**config.mk**
```make
export PLATFORM = sky130hd
export DESIGN_NAME = mem_stage
export DESIGN_NICKNAME = d
export VERILOG_FILES = /design/src/rtl/mem_stage_pkg.sv /design/src/rtl/mem_stage_timeout_ctr.sv /design/src/rtl/mem_stage.sv
export SDC_FILE = /design/constraint.sdc
export NUM_CORES = 1
export LEC_CHECK = 0
export ABC_AREA = 1
export CAP_MARGIN = 5
export CELL_PAD_IN_SITES_DETAIL_PLACEMENT = 1
export CELL_PAD_IN_SITES_GLOBAL_PLACEMENT = 1
export CORE_UTILIZATION = 27
export DETAILED_ROUTE_END_ITERATION = 12
export PLACE_DENSITY = 0.85
export SYNTH_ARGS = -nofsm -noshare
export SYNTH_HDL_FRONTEND = slang
export SYNTH_SLANG_ARGS = --single-unit
```
**constraint.sdc**
```tcl
create_clock -name clk -period 1.45 [get_ports clk]
set_input_delay 0.29 -clock clk [delete_from_list [all_inputs] [get_ports clk]]
set_output_delay 0.29 -clock clk [all_outputs]
set_load 0.01 [all_outputs]
```
**src/rtl/mem_stage_pkg.sv**
```systemverilog
// -----------------------------------------------------------------------------
// mem_stage_pkg
//   Shared types and constants for the memory-access pipeline stage.
//   - OP_NOP / OP_LDR / OP_STR : opcodes that the stage decodes specially.
//   - mem_state_t              : access FSM state (IDLE = 0, ACCESS = 1).
//   - wb_bundle_t              : write-back bundle. The MEM/WB register
//                                uses the same type.
//   - is_mem_op()              : true for opcodes that access data memory.
// -----------------------------------------------------------------------------
package mem_stage_pkg;

    localparam logic [4:0] OP_NOP = 5'd0;
    localparam logic [4:0] OP_LDR = 5'd8;
    localparam logic [4:0] OP_STR = 5'd9;

    typedef enum logic [0:0] {
        IDLE   = 1'b0,
        ACCESS = 1'b1
    } mem_state_t;

    typedef struct packed {
        logic [4:0]  op;
        logic [8:0]  rd;
        logic [31:0] data;
        logic        wb_en;
    } wb_bundle_t;

    function automatic logic is_mem_op(input logic [4:0] op);
        return (op == OP_LDR) || (op == OP_STR);
    endfunction

endpackage

```
**src/rtl/mem_stage_timeout_ctr.sv**
```systemverilog
// -----------------------------------------------------------------------------
// mem_timeout_ctr
//   8-bit cycle counter that bounds how long a memory access may stay
//   outstanding.
//   Ports:
//     clk, rst_n  : clock, synchronous active-low reset
//     clr_i       : force the count to 0 (takes priority over en_i)
//     en_i        : advance the count by one
//     expired_o   : count has reached TIMEOUT-1
// -----------------------------------------------------------------------------
module mem_timeout_ctr #(
    parameter int unsigned TIMEOUT = 16
) (
    input  logic clk,
    input  logic rst_n,
    input  logic clr_i,
    input  logic en_i,
    output logic expired_o
);

    logic [7:0] cnt_q;
    logic [7:0] cnt_d;

    always_comb begin
        cnt_d = cnt_q;
        if (clr_i) begin
            cnt_d = '0;
        end else if (en_i) begin
            cnt_d = cnt_q + 8'd1;
        end
    end

    always_ff @(posedge clk) begin
        if (!rst_n) begin
            cnt_q <= '0;
        end else begin
            cnt_q <= cnt_d;
        end
    end

    assign expired_o = (cnt_q == 8'(TIMEOUT - 1));

endmodule

```
**src/rtl/mem_stage.sv**
```systemverilog
// -----------------------------------------------------------------------------
// mem_stage
//   Memory-access pipeline stage between EX/MEM and MEM/WB. ALU ops and NOPs
//   pass through with one-cycle latency. LDR/STR are issued to data memory
//   over a req/ack handshake while the upstream pipeline is stalled.
//   Ports:
//     clk, rst_n                     : clock, synchronous active-low reset
//     valid_in, op_in, rd_in,
//     alu_result_in, store_data_in   : EX/MEM bundle (alu result = address)
//     stall_out                      : hold EX/MEM and earlier stages
//     mem_req, mem_we, mem_addr,
//     mem_wdata, mem_ack, mem_rdata  : data-memory handshake
//     valid_out, wb_en_out, op_out,
//     rd_out, wb_data_out            : registered write-back bundle
//     err_out                        : sticky misalignment/timeout flag
// -----------------------------------------------------------------------------
module mem_stage
    import mem_stage_pkg::*;
#(
    parameter int unsigned TIMEOUT = 16
) (
    input  logic        clk,
    input  logic        rst_n,
    input  logic        valid_in,
    input  logic [4:0]  op_in,
    input  logic [8:0]  rd_in,
    input  logic [31:0] alu_result_in,
    input  logic [31:0] store_data_in,
    output logic        stall_out,
    output logic        mem_req,
    output logic        mem_we,
    output logic [31:0] mem_addr,
    output logic [31:0] mem_wdata,
    input  logic        mem_ack,
    input  logic [31:0] mem_rdata,
    output logic        valid_out,
    output logic        wb_en_out,
    output logic [4:0]  op_out,
    output logic [8:0]  rd_out,
    output logic [31:0] wb_data_out,
    output logic        err_out
);

    mem_state_t  state_q;
    wb_bundle_t  wb_q;
    logic        valid_q;
    logic        err_q;

    // Access latches: held stable for the whole ACCESS state.
    logic [4:0]  op_q;
    logic [8:0]  rd_q;
    logic [31:0] addr_q;
    logic [31:0] wdata_q;

    logic        in_access;
    logic        expired;

    assign in_access = (state_q == ACCESS);

    // The counter is cleared whenever the access ends (ack or expiry) and
    // while idle, so each new access starts counting from zero.
    mem_timeout_ctr #(
        .TIMEOUT (TIMEOUT)
    ) u_timeout_ctr (
        .clk       (clk),
        .rst_n     (rst_n),
        .clr_i     (!in_access || mem_ack || expired),
        .en_i      (in_access),
        .expired_o (expired)
    );

    always_ff @(posedge clk) begin
        if (!rst_n) begin
            state_q <= IDLE;
            wb_q    <= '0;
            valid_q <= 1'b0;
            err_q   <= 1'b0;
            op_q    <= '0;
            rd_q    <= '0;
            addr_q  <= '0;
            wdata_q <= '0;
        end else begin
            unique case (state_q)
                IDLE: begin
                    valid_q <= 1'b0;
                    if (valid_in) begin
                        if (is_mem_op(op_in)) begin
                            if (alu_result_in[1:0] != 2'b00) begin
                                // Misaligned: drop the op as a bubble, no request.
                                err_q <= 1'b1;
                            end else begin
                                op_q    <= op_in;
                                rd_q    <= rd_in;
                                addr_q  <= alu_result_in;
                                wdata_q <= store_data_in;
                                state_q <= ACCESS;
                            end
                        end else begin
                            wb_q <= '{op:    op_in,
                                      rd:    rd_in,
                                      data:  alu_result_in,
                                      wb_en: (op_in != OP_NOP)};
                            valid_q <= 1'b1;
                        end
                    end
                end
                ACCESS: begin
                    if (mem_ack) begin
                        wb_q <= '{op:    op_q,
                                  rd:    rd_q,
                                  data:  (op_q == OP_LDR) ? mem_rdata : addr_q,
                                  wb_en: (op_q == OP_LDR)};
                        valid_q <= 1'b1;
                        state_q <= IDLE;
                    end else if (expired) begin
                        err_q   <= 1'b1;
                        valid_q <= 1'b0;
                        state_q <= IDLE;
                    end
                end
                default: state_q <= IDLE;
            endcase
        end
    end

    assign stall_out   = in_access;
    assign mem_req     = in_access;
    assign mem_we      = in_access && (op_q == OP_STR);
    assign mem_addr    = addr_q;
    assign mem_wdata   = wdata_q;

    assign valid_out   = valid_q;
    assign wb_en_out   = wb_q.wb_en;
    assign op_out      = wb_q.op;
    assign rd_out      = wb_q.rd;
    assign wb_data_out = wb_q.data;
    assign err_out     = err_q;

endmodule

```
==> results by group <==
Run status
  – Status: finished, violations left
  – Failing checks: negative setup slack

Finish
  – Non-filler cells, final: 1,521
  – Post-layout util: 51.7%
  – Area growth, synth to finish: 88.2%
  – Filler instances: 2,636
  – Layout cells sized above 1: 27.4%
  – Final-stage net count: 1,337

Worst hold path
  – HP Class: in2reg
  – Worst hold path stage count: 4

Synthesis
  – Commonest cells in the synthesized netlist: nor2_1 (186), inv_1 (143), nand2_1 (142)
  – FF+latch count, synth: approximately 140
  – EDFF count, synth: 0
  – Synth Area per Inst: ~6.6 um^2
  – Distinct cells, synth: 27
  – Top-count cell post-synth: nor2_1
  – Syn nets: 1,047
  – Dominant synthesized flop cell: dfxtp_1
  – Register area share after synthesis: 43.9%
  – Post-Syn Instances: 932
  – Async S/R FF share, synth: 0%
  – Top cell type's share of synthesized area: 43.9%
  – Yosys top cell by area: dfxtp_1
  – Syn Std Cell Area: a little over 6000 um^2
  – Syn. warnings: 0
  – Main area contributors after synthesis: dfxtp_1 (44%), nor2_1 (11%), inv_1 (8.7%)

Global route
  – GR met3 Demand/Resource: 6.74%
  – Grt met1 use: 28.4%
  – Grt peak-use layer: met2
  – M2 GR Usage: between 40% and 50%
  – Largest net degree at the start of global routing: 31
  – Grt ovf: 0
  – Initial antenna violation count: 2
  – First-pass GRT wire length: 44.3 mm
  – Gr usage total: 24.8%
  – Vias in the first global route: 7,903

Pwr
  – Power Dens Cells: 863 nW/um^2
  – Peak VDD IR: 0.818 mV
  – Leak: 5.43 nW

Die
  – Rows: 55
  – Initial Utilization: between 20% and 30%
  – Die W: 154 um
  – I/O pin count: 230
  – Die ar.: 23,600 um^2
  – Core area: 22,600 um^2
  – Chip Height: 154 um

Placement
  – RePlAce Congestion: 0.800
  – Cell count after placement: 1,431
  – Hpwl dp: 16.6 mm
  – IO Port Bufs: around 230

Clock tree
  – CTS tree: built
  – Root Driver: clkbuf_16
  – TritonCTS buffer count: 17
  – Skew-Pair Late Insertion Delay: 0.43 ns
  – Hold bufs inserted after CTS: 0
  – CTS sink count: between 100 and 150
  – H-tree level count: 4
  – Largest buffer count on any clock path: 2
  – Clock Pin Slew Worst Setup and Hold Paths: ~0.060 ns

Worst setup path
  – WS Path Type: reg2reg
  – Worst path required time: 1.76 ns
  – Critical Path AT: 2.04 ns
  – Worst-path maximum fanout: 15
  – Crit end category: register
  – Crit start category: register
  – R2R depth: 7

Drt
  – Vias per Instance: 4.96
  – Final antenna-violating net count: 0
  – Via count: roughly 7,500
  – WL/cell: 20.9 um
  – Drt drc: 0
  – Pre-antenna DRT Iters: 4
  – Detailed Route WL: 31.8 mm
  – DRT iter0 DRCs: 382

STA
  – Setup Skew: between 0.008 and 0.009 ns
  – Tcrit/Tclk final: 119%
  – Final Hold Fails: 0
  – Worst relative slew slack: 66.3%
  – RSZ-0062 raised after global routing: yes
  – Min Tclk post-route: 1.73 ns
  – Final worst slack: -0.279 ns
  – Slew at the pin closest to its max-slew limit: 0.506 ns
  – Final Max Tran Viols: 0
  – Final setup viols: 133
  – Max Clk Rate: 578 MHz

Flow run
  – # Max-Cap Violations: 0
[where the power goes]
| part | switching (mW) | leakage, nW | internal [mW] |
|---|---|---|---|
| sequential | 0.0659 | 1.11 | 3.85 |
| clock | 1.76 | 0.289 | 2.92 |
| combinational | 0.730 | 4.03 | 0.742 |
[routing by layer]
metal  share of wire, %  up-vias
li1                   -     3509
met1                 40     3693
met2                 50      271
met3                6.6       64
met4                3.3        0
met5                  0        -
[path summary, 6_finish.rpt]
kind / startpoint / slack, ns / end
worst max-delay path: mem_req$_SDFF_PN0_ / -0.28 / op_q[0]$_SDFFE_PN0P_
worst min-delay path: rst_n / 0.41 / u_timeout_ctr.cnt_q[1]$_SDFFE_PP0P_
worst max register to register: mem_req$_SDFF_PN0_ / -0.28 / op_q[0]$_SDFFE_PN0P_
worst min register to register: err_out$_SDFFE_PN0P_ / 0.45 / err_out$_SDFFE_PN0P_
[what timing repair did]
action / CTS / global route
setup buffers: 25 / 11
resized for setup: 311 / 192
setup endpoints to repair: 237 / 139
pin swaps: 16 / 55
gates cloned: 21 / 8
[cell type report]
| class | count | area (um^2) | area share [%] |
|---|---|---|---|
| Timing Repair Buffer | 334 | 3760 | 32.3 |
| Multi-Input combinational cell | 586 | 3580 | 30.7 |
| Sequential cell | 136 | 2730 | 23.4 |
| Inverter | 146 | 592 | 5.07 |
| Clock buffer | 20 | 447 | 3.83 |
| Tap cell | 285 | 357 | 3.06 |
| Clock inverter | 11 | 173 | 1.48 |
| Timing Repair inverter | 1 | 16.3 | 0.139 |
| Antenna cell | 2 | 5.00 | 0.0429 |
[flip-flops by register name, indices dropped and copies added, names as in the netlist, 5 cells and up]
name                 count
mem_addr                32
mem_wdata               32
op_out                   5
op_q                     5
rd_out                   9
rd_q                     9
u_timeout_ctr.cnt_q      8
wb_data_out             32
[logic make-up (layout without fill, tap and decap cells)]
family	Yosys count	in the layout	share of synthesized area [%]
buf+inv	210	512	13.9
fa+ha+maj	1	1	0.202
simple gates	448	448	30.7
compound gates	134	134	10.8
other cells	0	2	0
xor+xnor	3	3	0.424
flops	136	136	43.9
[layout by cell type (no fill, tap or decap), types with 9 or more instances in the layout]
cell type,netlist,final
inv_1,143,142
dfxtp_1,136,133
nand3_1,72,30
nor2_4,0,11
nand2_1,142,119
o21ai_1,30,14
dlygate4sd2_1,0,111
a21oi_1,40,30
buf_16,0,17
nand4_1,33,33
nand2_4,0,15
clkbuf_16,0,22
buf_4,7,37
nand3_2,1,40
clkdlybuf4s50_1,0,112
nor2_2,1,21
o21ai_2,0,63
buf_6,3,16
buf_12,0,24
o21ai_4,0,9
nor2_1,186,155
[through the flow]
| stage | instance area (um^2) | total power, mW | worst slack, ns | hold slack, ns | TNS [ns] |
|---|---|---|---|---|---|
| 3_3_place_gp | 9060 | 5.17 | -0.480 | 0.443 | -53.42 |
| 4_1_cts | 10900 | 9.96 | -0.143 | 0.363 | -8.64 |
| 2_1_floorplan | 6200 | 4.44 | 0.0171 | 0.417 | 0 |
| 5_1_grt | 11700 | 10.4 | -0.310 | 0.398 | -26.39 |
| 6_report | 11700 | 10.1 | -0.279 | 0.408 | -21.55 |
| 3_5_place_dp | 9060 | 5.20 | -0.534 | 0.449 | -56.82 |
[worst max-delay path: stages, from the launching register on]
cell	delay (ns)
dfxtp_4	0.34
buf_6	0.11
nor3_4	0.29
nand4_4	0.21
buf_12	0.23
buf_16	0.17
o21ai_2	0.15
nor2_1	0.08
Note: power is estimated with default switching activity, not from simulation.
